<file path="config.mk">
export PLATFORM = sky130hd
export DESIGN_NAME = map_table
export DESIGN_NICKNAME = d
export VERILOG_FILES = /design/src/rtl/map_table.sv
export SDC_FILE = /design/constraint.sdc
export NUM_CORES = 2
export LEC_CHECK = 0
export BUFFER_PORTS_ARGS = -buffer_cell sky130_fd_sc_hd__buf_2
export CORE_ASPECT_RATIO = 0.9
export CORE_UTILIZATION = 40
export DETAILED_ROUTE_END_ITERATION = 10
export GPL_TIMING_DRIVEN = 0
export PLACE_DENSITY_LB_ADDON = 0.05
export RECOVER_POWER = 50
export SYNTH_ARGS = -nofsm -noshare
export SYNTH_HDL_FRONTEND = slang
export SYNTH_SLANG_ARGS = --single-unit
</file>
<file path="constraint.sdc">
create_clock -name clk -period 15.55 [get_ports clk]
set_input_delay 2.3325 -clock clk [delete_from_list [all_inputs] [get_ports clk]]
set_output_delay 2.3325 -clock clk [all_outputs]
set_load 0.03 [all_outputs]
</file>
<file path="src/rtl/map_table.sv">
// map_table: R10K register alias table with ready bits and branch checkpoints.
// Recovery restores a snapshot in one cycle, with the same-cycle CDB applied on top.
module map_table #(
    parameter int NUM_CKPT = 4
) (
    input  logic                        clk,
    input  logic                        rst_n,
    input  logic                        dispatch_en_i,
    input  logic [4:0]                  rs1_areg_i,
    input  logic [4:0]                  rs2_areg_i,
    input  logic [4:0]                  rd_areg_i,
    input  logic                        rd_wr_en_i,
    input  logic                        free_preg_vld_i,
    input  logic [5:0]                  free_preg_i,
    input  logic                        cdb_vld_i,
    input  logic [5:0]                  cdb_preg_i,
    input  logic                        ckpt_en_i,
    input  logic                        ckpt_free_i,
    input  logic                        recover_en_i,
    input  logic [$clog2(NUM_CKPT)-1:0] recover_id_i,
    output logic [5:0]                  rs1_preg_o,
    output logic [5:0]                  rs2_preg_o,
    output logic                        rs1_rdy_o,
    output logic                        rs2_rdy_o,
    output logic [5:0]                  rd_old_preg_o,
    output logic [5:0]                  rd_new_preg_o,
    output logic                        stall_o,
    output logic [$clog2(NUM_CKPT)-1:0] ckpt_id_o,
    output logic                        ckpt_full_o
);
    localparam int CW = $clog2(NUM_CKPT);

    logic [5:0]    r_map [32];
    logic [31:0]   r_rdy;
    logic [5:0]    r_snap_map [NUM_CKPT][32];
    logic [31:0]   r_snap_rdy [NUM_CKPT];
    logic [CW-1:0] r_head;
    logic [CW-1:0] r_tail;
    logic [CW:0]   r_cnt;
    logic [5:0]    w_map_nx [32];
    logic [31:0]   w_rdy_nx;
    logic          w_wr;
    logic          w_rn;
    logic          w_take;
    logic          w_free;
    logic [CW-1:0] w_head_nx;

    assign w_wr        = dispatch_en_i & rd_wr_en_i & (rd_areg_i != 5'd0);
    assign stall_o     = w_wr & ~free_preg_vld_i;
    assign w_rn        = w_wr & free_preg_vld_i & ~recover_en_i;
    assign ckpt_full_o = r_cnt == (CW+1)'(NUM_CKPT);
    assign w_take      = ckpt_en_i & dispatch_en_i & ~ckpt_full_o & ~stall_o & ~recover_en_i;
    assign w_free      = ckpt_free_i & (r_cnt != '0);
    assign w_head_nx   = r_head + CW'(w_free);

    assign rs1_preg_o    = r_map[rs1_areg_i];
    assign rs2_preg_o    = r_map[rs2_areg_i];
    assign rs1_rdy_o     = r_rdy[rs1_areg_i] | (cdb_vld_i & (cdb_preg_i == r_map[rs1_areg_i]));
    assign rs2_rdy_o     = r_rdy[rs2_areg_i] | (cdb_vld_i & (cdb_preg_i == r_map[rs2_areg_i]));
    assign rd_old_preg_o = w_rn ? r_map[rd_areg_i] : 6'd0;
    assign rd_new_preg_o = w_rn ? free_preg_i : 6'd0;
    assign ckpt_id_o     = r_tail;

    // Next-state map: base is the live map or the recovered snapshot; CDB, then rename, override.
    always_comb begin
        for (int i = 0; i < 32; i++) begin
            w_map_nx[i] = recover_en_i ? r_snap_map[recover_id_i][i] : r_map[i];
            w_rdy_nx[i] = (recover_en_i ? r_snap_rdy[recover_id_i][i] : r_rdy[i])
                        | (cdb_vld_i & (cdb_preg_i == w_map_nx[i]));
            if (w_rn && rd_areg_i == 5'(i)) begin
                w_map_nx[i] = free_preg_i;
                w_rdy_nx[i] = 1'b0;
            end
        end
    end

    always_ff @(posedge clk) begin
        if (!rst_n) begin
            for (int i = 0; i < 32; i++) r_map[i] <= 6'(i);
            r_rdy  <= '1;
            r_head <= '0;
            r_tail <= '0;
            r_cnt  <= '0;
        end else begin
            for (int i = 0; i < 32; i++) r_map[i] <= w_map_nx[i];
            r_rdy  <= w_rdy_nx;
            r_head <= w_head_nx;
            if (recover_en_i) begin
                r_tail <= recover_id_i;
                r_cnt  <= {1'b0, CW'(recover_id_i - w_head_nx)};
            end else begin
                r_tail <= r_tail + CW'(w_take);
                r_cnt  <= r_cnt + (CW+1)'(w_take) - (CW+1)'(w_free);
            end
        end
    end

    // Dead snapshots also see CDB updates; harmless, since a take overwrites them whole.
    always_ff @(posedge clk) begin
        for (int k = 0; k < NUM_CKPT; k++) begin
            for (int i = 0; i < 32; i++) begin
                if (w_take && r_tail == CW'(k)) begin
                    r_snap_map[k][i] <= w_map_nx[i];
                    r_snap_rdy[k][i] <= w_rdy_nx[i];
                end else if (cdb_vld_i && r_snap_map[k][i] == cdb_preg_i) begin
                    r_snap_rdy[k][i] <= 1'b1;
                end
            end
        end
    end

    always_ff @(posedge clk) begin
        if (rst_n && recover_en_i)
            assert ({1'b0, CW'(recover_id_i - r_head)} < r_cnt)
            else $error("map_table: recovery to a dead checkpoint id %0d", recover_id_i);
    end
endmodule

</file>
-- Word level (Yosys, flattened, before mapping)
Memories as Yosys holds them, arrays and structs flattened.
Index checks and enable logic that the tools add are counted.
- bits in registers: 39
- RAM bits: 1088
- bits of input ports: 38
- memories kept: 3
- ROM bits: 0
- latch bits: 0
- memory list (memory ; depth ; bits a word ; read ports ; clocked after Yosys merged registers in ; write ports ; RTL line ; RTL):
    r_snap_map ; 4 ; 192 ; 5 ; 0 ; 1 ; 35 ; logic [5:0] r_snap_map [NUM_CKPT][32];
    r_map ; 32 ; 6 ; 35 ; 0 ; 32 ; 33 ; logic [5:0] r_map [32];
    r_snap_rdy ; 4 ; 32 ; 1 ; 0 ; 4 ; 36 ; logic [31:0] r_snap_rdy [NUM_CKPT];
- $mul: 0
- magnitude comparators: 2
- mux-type cells: 699
- reduce and logical (&&, ||, !) cells: 172
- divide/modulo/power cells: 0
- shift operators: 0
- add/sub/neg operators: 5
- bitwise operators: 243
- equality and inequality tests: 197
- operators by type and width (kind ; count):
    equality test 6 bit ; 162
    two-way mux 1 bit ; 591
    two-way mux 6 bit ; 98
    two-way mux 192 bit ; 3
    OR reduction 192 bit ; 3
    OR 1 bit ; 194
    logical AND 1 bit ; 164
    equality test 5 bit (second input constant) ; 16
    bitwise AND 1 bit ; 44
    equality test 5 x 4 -> 1 bit (second input constant) ; 8
    equality test 5 x 3 -> 1 bit (second input constant) ; 4
    less-than comparator 5 x 6 -> 1 bit (second input constant) ; 2
    binary-select mux 1 bit (select 5 bit) ; 2
    equality test 5 x 2 -> 1 bit (second input constant) ; 2
    two-way mux 2 bit ; 5
    equality test 5 x 1 -> 1 bit (second input constant) ; 1
    zero test 5 bit ; 1
    inverter 1 bit ; 5
    nonzero test 5 bit ; 1
    adder 2 x 1 -> 2 bit ; 2
    equality test 2 bit (second input constant) ; 2
    adder 3 x 1 -> 3 bit ; 1
    equality test 3 bit (second input constant) ; 1
    nonzero test 3 bit ; 1
    other kinds (5) ; 5

-- Longest topological paths before layout
- word-level depth: 13
- depth in mapped cells: 13

-- Least setup slack after synthesis
OpenSTA, ideal clock, no wires.
- path type: input to register
- from: input port rd_areg_i[0]
- to: memory r_snap_rdy[3][0], data pin
- slack: 5457 ps
- setup time: 511 ps
- stages on the path: 9
- data required time: 15039 ps
- arrival: 9582 ps
- path buffers: 2
- cell sequence: clkbuf_1 or3_1 o31a_1 nand3b_1 and4_1 nand3_1 inv_1 clkbuf_1 o21ai_0
- RTL lines (item ; RTL line ; RTL):
    start: declaration ; 11 ; input logic [4:0] rd_areg_i,
    end: declaration ; 36 ;

-- Final worst setup path
- from: input port rd_areg_i[0]
- to: memory r_snap_map[3][105] in the netlist's numbering, enable pin
- word-level cells in the longest chain between the ends: 13
- ends and longest elaborated chain (item ; RTL line ; RTL):
    nonzero test 5 bit (*) ; 48 ; assign w_wr = dispatch_en_i & rd_wr_en_i & (rd_areg_i != 5'd0);
    bitwise AND 1 bit (*) ; 48 ;
    bitwise AND 1 bit (*) ; 49 ; assign stall_o = w_wr & ~free_preg_vld_i;
    inverter 1 bit (*) ; 52 ; assign w_take = ckpt_en_i & dispatch_en_i & ~ckpt_full_o & ~stall_o & ~recover_en_i;
    bitwise AND 1 bit (*) (2 in series) ; 52 ;
    logical AND 1 bit ; 102 ; if (w_take && r_tail == CW'(k)) begin
    two-way mux 1 bit ; 102 ;
    two-way mux 1 bit (implied by the code) ; 103 ; r_snap_map[k][i] <= w_map_nx[i];
    OR reduction 192 bit (no source line) ; n/a ;
    two-way mux 2 bit (no source line) / two-way mux 1 bit (equally long branches) (3 in series) ; n/a ;
    end: declaration ; 35 ;
Mark *: on every way between the ends. The rest lies on a longest branch, timed or not.

==> flow_metrics.py <==
metrics = {
    "sta": {
        "fin_crit_sh_pct": 66.5,
        "whs_ns": 0.543,
        "maxSlewViolCount": 752,
        "skew_ns": 0.0248,
        "rsz0062_at_grt": "false",
        "final-hold-violation-count": 0,
        "min_period_ns": 10.34,
        "tns_ns": 0,
        "worst_slew_pin_slew_ns": 5.52,
        "timing.fmax_mhz": 96.7,
        "slew_headroom_pct": -268,
        "finalSetupViolCount": 0,
    },
    "worst_setup_path": {
        "startpoint_type": "primary input",
        "critPathKind": "primary input to flip-flop",
        "critical_path_required_ns": 16.02,
        "crit_family": "buffers and inverters",
        "crit_top_cell": "clkbuf_1",
        "cpPeakStageDelay_ns": 2.43,
        "cp_slowest_cell": "clkbuf_1",
        "reg2reg_from": "r_cnt[1]$_SDFF_PN0_",
        "r2r-end": "r_snap_map[3][105]$_DFFE_PP_",
        "path_cells": "clkbuf_1 -> or3_1 -> o31a_1 -> nand3b_1 -> and4_1 -> nand3_1 -> inv_1 -> clkbuf_1 -> clkbuf_1 -> clkbuf_1 -> buf_16",
        "cp_num_buf_inv": 6,
        "crit_cells": 11,
        "worst_setup_path_end_kind": "flip-flop",
        "regToRegSetupSlack_ns": 7.64,
        "cp_max_fo": 39,
        "worstSetupStartpoint": "rd_areg_i[0]",
        "endpoint": "r_snap_map[3][105]$_DFFE_PP_",
        "worstPathArrival_ns": 10.81,
        "rr_worst_depth": 9,
    },
    "logic_synthesis": {
        "mappedNetlistNets": 4425,
        "syn_area_per_cell_um2": 14.2,
        "synth.most_common_cell": "edfxtp_1",
        "yosys-top-cells-count": "edfxtp_1, xnor2_1, xor2_1, mux2_2, mux4_2",
        "ys_ff_latch": 1127,
        "netlist.area_leader.share_pct": 43.1,
        "synth_area_leaders": "edfxtp_1, mux4_2, dfxtp_1",
        "yosysSeqAreaShare_pct": 50.6,
        "synth_cells": 4381,
        "synth.largest_area_cell": "edfxtp_1",
        "syn_area_um2": 62300,
        "synth_flop_cell": "edfxtp_1",
        "async_flop_share_pct": 0,
        "yosysUniqueCellTypes": 67,
        "yosys_warnings": 0,
        "synth_edf_count": 895,
    },
    "global_routing": {
        "grt_pass1_wl_um": 447000,
        "grt-ovfl-total": 0,
        "grt_max_degree": 80,
        "grt.total_usage_pct": 44.5,
        "grt_pass1_vias": 42700,
        "antenna_found_initial": 42,
    },
    "route": {
        "drt_wl_total_um": 353000,
        "wire_per_inst_um": 51.8,
        "drc": 0,
        "vias_per_cell": 6.68,
        "vias": 45600,
        "drt_iter0_drc": 7357,
        "ant_nets": 0,
        "dr.pass1.iters": 6,
    },
    "pwr": {
        "p_leak_nw": 24.1,
        "p_sw_w": 0.00237,
        "p_sw_share_pct": 29.5,
        "p_comb_share_pct": 16.3,
        "total_power_w": 0.00804,
        "peakVddDrop_mv": 0.0901,
        "clkPwrFrac_pct": 40.1,
        "power_frac_seq_pct": 43.6,
        "pwr_density_cell_nw_per_um2": 114,
        "p_int_w": 0.00566,
    },
    "floorplan": {
        "die_y_um": 376,
        "num_rows": 137,
        "initial_core_util_pct": 40.3,
        "design.die.area_um2": 157000,
        "core_area_um2": 155000,
        "die_width_um": 418,
        "io_pins": 68,
    },
    "worst_hold_path": {
        "min_path_type": "flip-flop to flip-flop",
    },
    "placement": {
        "io_buffers": 48,
        "dp.cells": 6563,
        "dp_hpwl_um": 255000,
        "finalWeightedCongestion": 1.06,
    },
    "clocking": {
        "cts_hold_buf": 0,
        "post_cts.repair.setup_buffers": 0,
        "worstSkewPairLatency_ns": 0.81,
        "htree_num_levels": 4,
        "clk_pin_slew_ns": 0.06,
        "tritoncts": "built",
        "cts_sinks": 1127,
        "cts.repair.resized": 0,
        "cts-root-buf": "clkbuf_16",
        "cts_buffer_depth": 3,
        "numCtsBuffers": 134,
    },
    "layout": {
        "num-nets-final": 4658,
        "syn2layout_area_growth_pct": 13.1,
        "nFillCells": 14100,
        "instances_no_fill": 6821,
        "drive_gt1_share_pct": 26.9,
    },
    "status": {
        "failed_checks": "capacitance limit, slew limit",
        "status": "finished with violations",
    },
    "run": {
        "cap_violations": 43,
    },
}
layout make-up:
cell class | instances | area, um2 | area share [%]
Sequential cell | 1127 | 31500 | 44.7
Tap cell | 2085 | 2610 | 3.70
Buffer | 331 | 1560 | 2.22
Inverter | 20 | 75.1 | 0.107
Antenna cell | 11 | 27.5 | 0.0391
Multi-Input combinational cell | 2903 | 29200 | 41.4
Timing Repair Buffer | 97 | 1130 | 1.60
Clock buffer | 195 | 3920 | 5.56
Clock inverter | 52 | 459 | 0.652
power by group through the flow:
stage	combinational, W	sequential [W]	clock, W
final	0.00131	0.00350	0.00322
after CTS	0.00127	0.00349	0.00322
after global placement	0.00125	0.00357	0
after detailed placement	0.00127	0.00355	0
after global routing	0.00132	0.00350	0.00333
after floorplan	0.000717	0.00348	0
kinds of logic (layout without fill, tap and decap cells):
group / Yosys count / in the layout / share of synthesized area [%]
compound gates: 215 / 215 / 2.72
xor+xnor: 978 / 978 / 13.7
fa+ha+maj: 6 / 6 / 0.132
buf+inv: 351 / 695 / 2.37
flops: 1127 / 1127 / 50.6
mux: 853 / 853 / 22.1
other cells: 0 / 11 / 0
simple gates: 851 / 851 / 8.32
routing by layer:
layer	track usage [%]	routed length [um]
met5	0	98
met4	24.5	23600
met3	15.2	43200
met2	63.8	148000
met1	58.6	138000
flip-flops by register name, summed over array words and instances, names as in the netlist:
name and cells:
r_map 192, r_snap_map 768, r_head 2, ckpt_id_o 2, r_cnt 3, r_snap_rdy 128, r_rdy 32
how the worst min path moves through the flow:
stage	startpoint	endpoint	slack, ns	cells past startpoint
floorplan	r_snap_rdy[2][0]$_DFF_P_	r_snap_rdy[2][0]$_DFF_P_	0.48	2
global placement	r_snap_rdy[2][0]$_DFF_P_	r_snap_rdy[2][0]$_DFF_P_	0.51	2
detailed placement	r_snap_rdy[2][0]$_DFF_P_	r_snap_rdy[2][0]$_DFF_P_	0.53	2
CTS	r_snap_rdy[2][0]$_DFF_P_	r_snap_rdy[2][0]$_DFF_P_	0.54	2
global route	r_snap_rdy[2][0]$_DFF_P_	r_snap_rdy[2][0]$_DFF_P_	0.57	2
finish	r_snap_rdy[2][0]$_DFF_P_	r_snap_rdy[2][0]$_DFF_P_	0.54	2
worst min-delay path: cells and delay by family, from the launching register on:
kind,cells,cell delay [ns]
DFF,1,0.32
muxes,1,0.07
and+or+nand+nor,1,0.10
stage by stage:
stage               instance area (um2)  util (%)  setup WS [ns]
global placement                  65200      42.1          -2.64
CTS                               70900      45.8           5.87
global route                      70500      45.5           5.14
floorplan                         62300         -           5.46
detailed placement                66500      43.0           5.86
finish                            70500      45.5           5.21
placed cells by master, fill, tap and decap left out, drive strengths merged, types with 3 or more instances in the layout:
cell / n
nor2: 50
or2: 128
edfxtp: 895
ha: 5
inv: 26
bufinv: 5
mux2: 389
o22ai: 4
o211ai: 5
mux4: 382
nor4: 127
nand4: 163
nand2b: 114
and2: 119
nor3: 5
or3: 6
clkinv: 39
nor2b: 24
nor3b: 7
xor2: 487
dfxtp: 232
a21o: 124
nand3b: 7
xnor2: 491
clkbuf: 396
a211oi: 7
nand2: 43
a21boi: 8
diode: 11
mux2i: 82
or4: 35
o21ai: 10
a22oi: 3
a21oi: 29
buf: 227
nand3: 16
Power figures use the tool's default switching activity.
